## src/rtl/demux4output_pkg.sv

```systemverilog
// Shared types for the registered 1-to-4 demultiplexer.
// DEMUX4OUTPUT_SKID_EN selects the 2-entry slot state encoding.
package demux4output_pkg;

    localparam int NUM_CH = 4;

    typedef enum logic [1:0] {
        CH0 = 2'b00,
        CH1 = 2'b01,
        CH2 = 2'b10,
        CH3 = 2'b11
    } ch_sel_t;

`ifdef DEMUX4OUTPUT_SKID_EN
    typedef enum logic [1:0] {
        EMPTY = 2'b00,
        ONE   = 2'b01,
        TWO   = 2'b10
    } slot_state_t;
`else
    typedef enum logic {
        EMPTY = 1'b0,
        FULL  = 1'b1
    } slot_state_t;
`endif

endpackage

```

## src/rtl/demux4output_slot.sv

```systemverilog
// One destination channel buffer: 1 entry by default, 2-entry FIFO when
// DEMUX4OUTPUT_SKID_EN is defined. Output always shows the oldest word.
module demux4output_slot
    import demux4output_pkg::*;
#(
    parameter int WIDTH = 32
) (
    input  logic             clk_i,
    input  logic             rst_i,
    input  logic             wr_en_i,
    input  logic [WIDTH-1:0] data_i,
    input  logic             rd_ready_i,
    output logic             full_o,
    output logic             valid_o,
    output logic [WIDTH-1:0] data_o
);

    slot_state_t      state_q;
    logic [WIDTH-1:0] head_q;
    logic             drain;

    assign drain = (state_q != EMPTY) && rd_ready_i;

`ifdef DEMUX4OUTPUT_SKID_EN
    logic [WIDTH-1:0] tail_q;

    always_ff @(posedge clk_i) begin
        if (rst_i) begin
            state_q <= EMPTY;
            head_q  <= '0;
            tail_q  <= '0;
        end else begin
            case (state_q)
                EMPTY: begin
                    if (wr_en_i) begin
                        head_q  <= data_i;
                        state_q <= ONE;
                    end
                end
                ONE: begin
                    if (wr_en_i && drain) begin
                        head_q <= data_i;
                    end else if (wr_en_i) begin
                        tail_q  <= data_i;
                        state_q <= TWO;
                    end else if (drain) begin
                        state_q <= EMPTY;
                    end
                end
                TWO: begin
                    // No write can arrive here: the top holds ready low while TWO.
                    if (drain) begin
                        head_q <= tail_q;
                        if (wr_en_i) begin
                            tail_q <= data_i;
                        end else begin
                            state_q <= ONE;
                        end
                    end
                end
                default: state_q <= EMPTY;
            endcase
        end
    end

    assign full_o = (state_q == TWO);
`else
    always_ff @(posedge clk_i) begin
        if (rst_i) begin
            state_q <= EMPTY;
            head_q  <= '0;
        end else begin
            case (state_q)
                EMPTY: begin
                    if (wr_en_i) begin
                        head_q  <= data_i;
                        state_q <= FULL;
                    end
                end
                FULL: begin
                    // A write while FULL implies a same-cycle drain: replace in place.
                    if (wr_en_i) begin
                        head_q <= data_i;
                    end else if (drain) begin
                        state_q <= EMPTY;
                    end
                end
            endcase
        end
    end

    assign full_o = (state_q == FULL);
`endif

    assign valid_o = (state_q != EMPTY);
    assign data_o  = head_q;

endmodule

```

## src/rtl/demux4output.sv

```systemverilog
// Registered 1-to-4 demultiplexer with valid/ready on both sides.
// Define DEMUX4OUTPUT_SKID_EN for 2-entry slots and a registered-only ready_o.
module demux4output
    import demux4output_pkg::*;
#(
    parameter int WIDTH = 32
) (
    input  logic              clk_i,
    input  logic              rst_i,
    input  logic              valid_i,
    input  logic [1:0]        select_i,
    input  logic [WIDTH-1:0]  data_i,
    output logic              ready_o,
    output logic [WIDTH-1:0]  output_0_o,
    output logic [WIDTH-1:0]  output_1_o,
    output logic [WIDTH-1:0]  output_2_o,
    output logic [WIDTH-1:0]  output_3_o,
    output logic [NUM_CH-1:0] valid_o,
    input  logic [NUM_CH-1:0] ready_i
);

    ch_sel_t          sel;
    logic             accept;
    logic [NUM_CH-1:0] wr_en;
    logic [NUM_CH-1:0] full;
    logic [WIDTH-1:0] slot_data [NUM_CH];

    assign sel = ch_sel_t'(select_i);

`ifdef DEMUX4OUTPUT_SKID_EN
    assign ready_o = ~full[sel];
`else
    // A full slot can still take a word if its sink drains it this same cycle.
    assign ready_o = ~full[sel] | ready_i[sel];
`endif

    assign accept = valid_i & ready_o;

    for (genvar n = 0; n < NUM_CH; n++) begin : g_slot
        assign wr_en[n] = accept && (select_i == 2'(n));

        demux4output_slot #(
            .WIDTH (WIDTH)
        ) u_slot (
            .clk_i      (clk_i),
            .rst_i      (rst_i),
            .wr_en_i    (wr_en[n]),
            .data_i     (data_i),
            .rd_ready_i (ready_i[n]),
            .full_o     (full[n]),
            .valid_o    (valid_o[n]),
            .data_o     (slot_data[n])
        );
    end

    assign output_0_o = slot_data[0];
    assign output_1_o = slot_data[1];
    assign output_2_o = slot_data[2];
    assign output_3_o = slot_data[3];

endmodule

```

## config.mk

```make
export PLATFORM = sky130hd
export DESIGN_NAME = demux4output
export DESIGN_NICKNAME = d
export VERILOG_FILES = /design/src/rtl/demux4output_pkg.sv /design/src/rtl/demux4output_slot.sv /design/src/rtl/demux4output.sv
export SDC_FILE = /design/constraint.sdc
export NUM_CORES = 1
export LEC_CHECK = 0
export CAP_MARGIN = 20
export CORE_MARGIN = 1
export CORE_UTILIZATION = 40
export CTS_CLUSTER_SIZE = 24
export DETAILED_ROUTE_END_ITERATION = 12
export GPL_TIMING_DRIVEN = 0
export PLACE_DENSITY = 0.72
export SKIP_CTS_REPAIR_TIMING = 1
export SYNTH_ARGS = -nofsm -noshare
export SYNTH_HDL_FRONTEND = slang
export SYNTH_HIERARCHICAL = 1
export SYNTH_SLANG_ARGS = --single-unit
```

## constraint.sdc

```tcl
create_clock -name clk_i -period 1.84 [get_ports clk_i]
set_clock_uncertainty 0.15 [all_clocks]
set_input_delay 0.552 -clock clk_i [delete_from_list [all_inputs] [get_ports clk_i]]
set_output_delay 0.552 -clock clk_i [all_outputs]
set_load 0.01 [all_outputs]
```

==> qor.csv <==
stage;metric;value;unit
run_status;outcome;finished, violations left;
run_status;violations;setup timing;
route;vias;3833;
clock_network;cts_max_path_buffers;2;
timing;fin_crit;2150;ps
placement;post-place-ws;-969;ps
timing;grt_setup_unrepaired;yes;
yosys;synth_top_area_share;53.4;%
clock_network;cts_tree;done;
finish;num-fill-cells;913;
yosys;synth.avg_cell_area;11.1;um2
global_route;grt_antenna_before_repair;0;
finish;multi_input_area;1940;um2
yosys;ys_ff_latch;132;
timing;hold_viol;0;
yosys;synth.distinct_cells;16;
clock_network;htreeDepth;4;
placement;finalWeightedCongestion;0.770;
timing;setup_violations;19;
finish;final_common_cell;dlymetal6s2s_1;
die;core_area;12100;um2
route;drc_errors;0;
finish;num_antenna_cells;0;
route;drt_iter0_drc;121;
global_route;grt_pass1_vias;3969;
power;power.internal;6.14;mW
worst_setup_path;worstSetupStartpointType;flop;
die;die_y;113;um
hold_path;hold_path_class;in2reg;
clock_network;cts_buffers;17;
power;finalPower;7.77;mW
hold_path;holdPathStages;2;
power;p_seq_share;38.8;%
worst_setup_path;reg2reg_to;g_slot[0].u_slot/data_o[24]$_SDFFE_PP0P_;
clock_network;cts_sinks;132;
clock_network;clock_latency;410;ps
worst_setup_path;rr_worst_depth;6;
power;power.leakage;5.22;nW
worst_setup_path;crit_path_max_incr_delay;470;ps
yosys;synth_fp_nets;486;
timing;final_max_slew_viol_count;0;
route;routed_wl;14000;um
route;viasPerCell;4.68;
finish;final_core_util;66.3;%
clock_network;clkTransAtPathRegs;50;ps
worst_setup_path;crit_chain;nand2b_4, mux4_2, buf_6;
run;cap_viol_max_count;0;
power;p_per_area;971;nW/um2
die;placementRows;40;
worst_setup_path;arrival;1440;ps
timing;max_freq;0.466;GHz
timing;layout_setup_ws;-306;ps
global_route;grt_util_all_layers;22.2;%
route;ant_nets;0;
yosys;ys.warnings.count;6;
finish;fin_cells;819;
yosys;syn_area;4950;um2
power;irDropWorstVdd;0.538;mV
yosys;synth-seq-area-share;53.4;%
die;num_io_pins;174;
finish;nNetsFinal;679;
finish;final-seq-area;2650;um2
clock_network;cts_root_buffer;clkbuf_16;
finish;drive_gt1_share;11.4;%
timing;post-route-period-util;117;%
power;p_comb_share;9.5;%
finish;most-common-layout-cells;138 x dlymetal6s2s_1, 128 x nor2_1, 128 x dfxtp_1, 127 x mux2i_1, 33 x clkdlybuf4s50_1;
timing;holdWs;224;ps
worst_setup_path;critPathRequiredTime;1140;ps
route;wl_per_cell;17.1;um
placement;placedCellCount;785;
power;clock_power_share;51.8;%
yosys;synthCells;445;
global_route;grt_pass1_wl;21300;um
worst_setup_path;endpoint_kind;primary output;
power;p_switching;1.63;mW
timing;worst_slew_pin_slew;650;ps
power;p_sw_share;21.0;%
hold_path;min_from;rst_i;
global_route;grt_max_degree;17;
yosys;synth_top_area_cell;dfxtp_1;
worst_setup_path;cpMaxStageDelayCell;mux4_2;
placement;port_buffers;172;
worst_setup_path;path_max_fanout;3;
finish;area_delta_synth_final;61.6;%
worst_setup_path;r2r-start;g_slot[0].u_slot/full_o$_SDFF_PP0_;
hold_path;whs_endpoint;g_slot[3].u_slot/full_o$_SDFF_PP0_;
die;fp.dieW;113;um
route;first_pass_iters;4;
placement;dp.final_hpwl;9380;um
worst_setup_path;crit_type;reg2out;
yosys;synthTopCellsByArea;dfxtp_1 53%, mux2i_1 26%, nor2_1 9.7%, buf_12 4.9%, buf_6 0.91%;
die;start_util;41.0;%
global_route;grt_overflow;0;
timing;slew_headroom;56.7;%
die;die_area;12800;um2
worst_setup_path;r2r_setup_slack;290;ps
## stage by stage
stage	TNS, ps	instance area (um2)
final	-710	8000
after global routing	-2590	8000
after CTS	-27540	7600
after detailed placement	-53720	6880
after global placement	-50000	6880
after floorplan	-21.4	4950
## area by class of cell
cell class	instances	share of cell area (%)
Sequential cell	132	33.1
Timing Repair Buffer	174	26.0
Multi-Input combinational cell	273	24.3
Clock buffer	20	5.83
Buffer	36	4.82
Clock inverter	12	3.10
Tap cell	168	2.63
Inverter	4	0.188
## synth_stat cells (all sizes together)
library cell	instances
dfxtp	132
and4	1
nand2b	8
mux4	1
buf	28
and4b	2
clkbuf	8
nor4bb	1
inv	4
a21oi	4
nor2	128
mux2i	128
## per-layer routing
layer / global-route usage, % / up-vias / share of wire (%)
met5: 0 / - / 0
met4: 8.77 / 0 / 1.3
met3: 9.86 / 17 / 7.8
met2: 36.0 / 125 / 49
met1: 25.6 / 1838 / 42
li1: - / 1853 / -
## power by group through the flow
stage / clock [mW] / sequential (mW) / combinational, mW
after detailed placement: 0 / 3.07 / 0.752
final: 4.02 / 3.01 / 0.736
after global placement: 0 / 3.07 / 0.740
after floorplan: 0 / 3.11 / 0.311
after global routing: 4.21 / 3.02 / 0.786
after CTS: 4.09 / 3.01 / 0.758
## logic make-up after synthesis
kind of cell    Yosys count  share of synthesized area (%)
simple gates            140                           11.8
flops                   132                           53.4
mux                     129                           26.3
buf+inv                  40                           8.09
compound gates            4                          0.404
## worst max-delay path: cells and delay by family, from the launching register on
kind / cells / cell delay, ps
muxes: 1 / 470
DFF: 1 / 360
buffers and inverters: 1 / 140
and+or+nand+nor: 1 / 50
## registers in the layout, indices dropped and copies added (netlist names)
name	count
g_slot.u_slot/data_o	128
g_slot.u_slot/full_o	4
## worst max path at each step
stage | slack [ps] | cells after the start | end | from
floorplan | -20 | 2 | ready_o | ready_i[3]
global placement | -990 | 3 | ready_o | select_i[1]
detailed placement | -970 | 3 | ready_o | select_i[1]
CTS | -980 | 3 | ready_o | select_i[1]
global route | -350 | 3 | ready_o | g_slot[3].u_slot/full_o$_SDFF_PP0_
finish | -310 | 3 | ready_o | g_slot[3].u_slot/full_o$_SDFF_PP0_
No activity file was read; power rests on OpenSTA's default activity.
